[config.mk]
export PLATFORM = sky130hd
export DESIGN_NAME = shift_rx_ctrl_flat
export DESIGN_NICKNAME = d
export VERILOG_FILES = /design/src/rtl/shift_rx_ctrl_if.sv /design/src/rtl/shift_rx_ctrl.sv /design/src/flat_wrapper.sv
export SDC_FILE = /design/constraint.sdc
export NUM_CORES = 1
export LEC_CHECK = 0
export CORE_MARGIN = 2
export CORE_UTILIZATION = 45
export CTS_CLUSTER_DIAMETER = 30
export CTS_CLUSTER_SIZE = 16
export DETAILED_ROUTE_END_ITERATION = 10
export PLACE_DENSITY = 0.71
export RECOVER_POWER = 50
export SYNTH_ARGS = -nofsm -noshare
export SYNTH_HDL_FRONTEND = slang
export SYNTH_SLANG_ARGS = --single-unit
[constraint.sdc]
create_clock -name clk -period 4.2 [get_ports clk]
set_clock_uncertainty 0.05 [all_clocks]
set_input_delay 1.05 -clock clk [delete_from_list [all_inputs] [get_ports clk]]
set_output_delay 1.05 -clock clk [all_outputs]
set_load 0.1 [all_outputs]
[src/rtl/shift_rx_ctrl_if.sv]
// Handshake/data bundle between a serial-to-parallel receiver and its producer/consumer.
interface shift_rx_ctrl_if #(parameter int M = 5);
  logic         start;
  logic         bit_in;
  logic         ready;
  logic [M-1:0] byte_out;
  logic         valid;
  logic         busy;
  logic         shift_tick;
  logic         overrun;

  modport master (
    output start, bit_in, ready,
    input  byte_out, valid, busy, shift_tick, overrun
  );

  modport slave (
    input  start, bit_in, ready,
    output byte_out, valid, busy, shift_tick, overrun
  );
endinterface

[src/rtl/shift_rx_ctrl.sv]
// Serial-to-parallel receiver: captures M bits LSB-first, one bit every DIV clocks,
// then holds the word until the consumer takes it with valid && ready.
module shift_rx_ctrl #(
  parameter int M   = 5,
  parameter int DIV = 4
) (
  input  logic            clk,
  input  logic            reset,
  shift_rx_ctrl_if.slave  bus
);
  localparam int DCW = (DIV > 1) ? $clog2(DIV) : 1;
  localparam int BCW = $clog2(M + 1);

  typedef enum logic [1:0] {IDLE, SHIFT, HOLD} state_t;

  state_t         state;
  logic [DCW-1:0] div_cnt;
  logic [BCW-1:0] bit_cnt;
  logic [M-1:0]   word_q;
  logic           overrun_q;
  logic           tick;

  // With DIV=1 the divider is stuck at 0, so tick is held for the whole SHIFT state.
  assign tick           = (state == SHIFT) && (div_cnt == DCW'(DIV - 1));

  assign bus.byte_out   = word_q;
  assign bus.valid      = (state == HOLD);
  assign bus.busy       = (state == SHIFT);
  assign bus.shift_tick = tick;
  assign bus.overrun    = overrun_q;

  always_ff @(posedge clk or posedge reset) begin
    if (reset) begin
      state     <= IDLE;
      div_cnt   <= '0;
      bit_cnt   <= '0;
      word_q    <= '0;
      overrun_q <= 1'b0;
    end else begin
      case (state)
        IDLE: begin
          if (bus.start) begin
            state   <= SHIFT;
            div_cnt <= '0;
            bit_cnt <= '0;
          end
        end
        SHIFT: begin
          if (bus.start) overrun_q <= 1'b1;
          if (tick) begin
            div_cnt <= '0;
            word_q  <= {bus.bit_in, word_q[M-1:1]};
            // bit_cnt returns to 0 on the last bit so it never reads M inside SHIFT
            if (bit_cnt == BCW'(M - 1)) begin
              bit_cnt <= '0;
              state   <= HOLD;
            end else begin
              bit_cnt <= bit_cnt + 1'b1;
            end
          end else begin
            div_cnt <= div_cnt + 1'b1;
          end
        end
        HOLD: begin
          if (bus.ready) begin
            if (bus.start) begin
              state   <= SHIFT;
              div_cnt <= '0;
              bit_cnt <= '0;
            end else begin
              state <= IDLE;
            end
          end else if (bus.start) begin
            overrun_q <= 1'b1;
          end
        end
        default: state <= IDLE;
      endcase
    end
  end
endmodule

[src/flat_wrapper.sv]
// flat-port wrapper written by rule: the top's interface ports become plain ports
module shift_rx_ctrl_flat 
#(
  parameter int M   = 5,
  parameter int DIV = 4
)
  (clk, reset, bus_start, bus_bit_in, bus_ready, bus_byte_out, bus_valid, bus_busy, bus_shift_tick, bus_overrun);
  shift_rx_ctrl_if #(.M(M)) bus_i ();
  input  logic clk;
  input  logic reset;
  input wire logic [$bits(bus_i.start)-1:0] bus_start;
  input wire logic [$bits(bus_i.bit_in)-1:0] bus_bit_in;
  input wire logic [$bits(bus_i.ready)-1:0] bus_ready;
  output wire logic [$bits(bus_i.byte_out)-1:0] bus_byte_out;
  output wire logic [$bits(bus_i.valid)-1:0] bus_valid;
  output wire logic [$bits(bus_i.busy)-1:0] bus_busy;
  output wire logic [$bits(bus_i.shift_tick)-1:0] bus_shift_tick;
  output wire logic [$bits(bus_i.overrun)-1:0] bus_overrun;
  assign bus_i.start = bus_start;
  assign bus_i.bit_in = bus_bit_in;
  assign bus_i.ready = bus_ready;
  assign bus_byte_out = bus_i.byte_out;
  assign bus_valid = bus_i.valid;
  assign bus_busy = bus_i.busy;
  assign bus_shift_tick = bus_i.shift_tick;
  assign bus_overrun = bus_i.overrun;
  shift_rx_ctrl #(.M(M), .DIV(DIV)) u_core (.clk(clk), .reset(reset), .bus(bus_i));
endmodule
==> results.json <==
{
  "seq_area_frac_synth_pct": 50.9,
  "synth_edf_count": 0,
  "placed_cell_area_um2": 786,
  "synth_most_common_cell": "nand2_1",
  "grt_start_max_net_pins": 14,
  "cp_data_arrival_time_ns": 2.11,
  "end_kind": "output pin",
  "path_buf_inv": 1,
  "h-tree-depth": 1,
  "die_w_um": 41.7,
  "cp-endpoint": "bus_valid",
  "crit_family": "buffers and inverters",
  "yosysTopAreaCell": "dfrtp_1",
  "maxSlewViolCount": 0,
  "finalSetupViolations": 0,
  "period_share_pct": 76.5,
  "grt_pass1_vias": 447,
  "dieArea_um2": 1740,
  "cts.sinks": 13,
  "synthArstFlopShare_pct": 100,
  "min_from": "u_core.bus.overrun",
  "area_growth_pct": 26.4,
  "slew_headroom_pct": 35.2,
  "post_cts_resized": 0,
  "path_cells": "and2b_2 > clkdlybuf4s50_1",
  "antenna_found_initial": 0,
  "grt_pass1_wl_um": 1900,
  "cp-start-kind": "flip-flop",
  "path_clk_slew_ns": 0.08,
  "critical_path.slowest_cell": "clkdlybuf4s50_1",
  "yosysTopAreaCellShare_pct": 50.9,
  "crit_start": "u_core.state[0]",
  "synth_area_um2": 639,
  "min_path_type": "flip-flop to flip-flop",
  "detail-route-antenna-nets": 0,
  "holdPathStages": 1,
  "dp_hpwl_um": 835,
  "wl_per_cell_um": 11.7,
  "core.rowCount": 13,
  "synth-warning-count": 0,
  "crit_type": "flip-flop to output pin",
  "fmax_mhz": 311,
  "core_area_um2": 1320,
  "clkLatencyLatePin_ns": 0.27,
  "vias_per_cell": 5.14,
  "fin_tns_setup_ns": 0,
  "diodes": 0,
  "max_stage_delay_ns": 1.12,
  "first_pass_iters": 3,
  "cts_root_buf": "clkbuf_4",
  "ys_seq_elements": 13,
  "rsz0062_at_grt": "false",
  "outcome": "completed",
  "initial_core_util_pct": 48.5,
  "ys_top_cells_by_area": "dfrtp_1, nand2_1, ha_1, inv_1, a22o_1",
  "fin_nets": 88,
  "drt_wl_total_um": 1100,
  "cap_violations": 0,
  "cp_data_required_time_ns": 3.10,
  "final_cell_area_um2": 808,
  "r2r_slack_ns": 2.65,
  "grtUsageTotal_pct": 14.4,
  "holdWs_ns": 0.429,
  "worst_r2r_path_depth": 5,
  "cts_hold_buffers": 0,
  "postCtsSetupBuffers": 0,
  "fp.dieH_um": 41.7,
  "crit_cells": 2,
  "gr-total-overflow": 0,
  "drcViolationCount": 0,
  "synth_ff_type": "dfrtp_1",
  "drt_iter0_markers": 6,
  "tritoncts": "yes",
  "rr_endpoint": "u_core.bit_cnt[2]",
  "vias": 483,
  "io_buffer_count": 13,
  "period_minus_slack_ns": 3.21,
  "cts_made_buffers": 3,
  "io_pins": 14,
  "cts_max_path_buffers": 2,
  "worst_pin_slew_ns": 0.969,
  "crit_fanout": 9,
  "r2r-start": "u_core.div_cnt[0]",
  "place_congestion": 0.721,
  "ys_types": 25,
  "syn_nets": 70,
  "timing_hold_violations_final": 0,
  "synth_common_cells": "nand2_1, dfrtp_1, inv_1",
  "drive_above_1_share_pct": 11.4,
  "n_fill_cell": 125,
  "syn_avg_cell_area_um2": 10.3,
  "synthCells": 62
}
metal layers:
| layer | routed length [um] | track usage [%] | vias to the layer above |
|---|---|---|---|
| met5 | 0 | 0 | - |
| met4 | 10 | 7.74 | 0 |
| met3 | 44 | 3.91 | 2 |
| met2 | 477 | 21.6 | 10 |
| met1 | 566 | 18.9 | 228 |
| li1 | - | - | 243 |
logic make-up after synthesis:
kind of cell / Yosys count / share of synthesized area [%]
fa+ha+maj: 3 / 5.87
mux: 2 / 3.33
compound gates: 12 / 14.5
flops: 13 / 50.9
simple gates: 26 / 21.9
buf+inv: 6 / 3.52
registers in the layout, indices dropped and copies added (netlist names):
signal,flops
u_core.bus.byte_out,5
u_core.bit_cnt,3
u_core.div_cnt,2
u_core.state,2
u_core.bus.overrun,1
cells in the final DEF (no fill, tap or decap):
| cell | n |
|---|---|
| nand3b_1 | 1 |
| o21ai_0 | 1 |
| nand2_1 | 16 |
| clkbuf_1 | 1 |
| o22ai_1 | 1 |
| a21o_1 | 2 |
| ha_1 | 3 |
| o211ai_2 | 1 |
| and2b_2 | 1 |
| nor3_1 | 1 |
| a211o_1 | 1 |
| dfrtp_1 | 13 |
| nand2b_1 | 2 |
| mux2_1 | 1 |
| nor2b_1 | 1 |
| mux2i_1 | 1 |
| o2bb2ai_1 | 1 |
| and3_1 | 1 |
| nand2b_4 | 1 |
| buf_4 | 1 |
| a22o_1 | 2 |
| clkdlybuf4s50_1 | 11 |
| o21ai_2 | 1 |
| inv_1 | 6 |
| dlygate4sd3_1 | 1 |
| or4_4 | 1 |
| clkbuf_4 | 3 |
| o21ai_1 | 2 |
| nand3_1 | 1 |
area by class of cell:
type / count / area [um2] / area share [%]
clock buffer: 4 / 26.3 / 3.25
multi-input combinational: 43 / 288 / 35.6
inverter: 6 / 22.5 / 2.79
timing repair buffer: 13 / 128 / 15.8
tap: 15 / 18.8 / 2.32
sequential: 13 / 325 / 40.2
worst reg2reg max path: cells and delay by family (launching register included):
family / cells / cell delay, ns
AOI/OAI and AO/OA: 1 / 0.09
DFF: 1 / 0.42
buffers and inverters: 1 / 0.22
and+or+nand+nor: 2 / 0.42
adders and majority gates: 1 / 0.25
worst min-delay path by stage:
stage	slack, ns	end
2_1_floorplan	0.44	u_core.div_cnt[1]
3_3_place_gp	0.41	u_core.bus.overrun
3_5_place_dp	0.40	u_core.bus.overrun
4_1_cts	0.43	u_core.bus.overrun
5_1_grt	0.46	u_core.bus.overrun
6_report	0.43	u_core.bus.overrun
metrics by stage:
stage          cells  setup slack (ns)  util [%]
2_1_floorplan     62              1.91         -
3_3_place_gp      90              1.28      59.6
3_5_place_dp      90              1.27      59.6
4_1_cts           94             0.963      61.6
5_1_grt           94             0.919      61.3
6_report          94             0.986      61.3
Power is not shown: default switching activity piles up to over one toggle a cycle in this logic, so the estimate is an artifact.
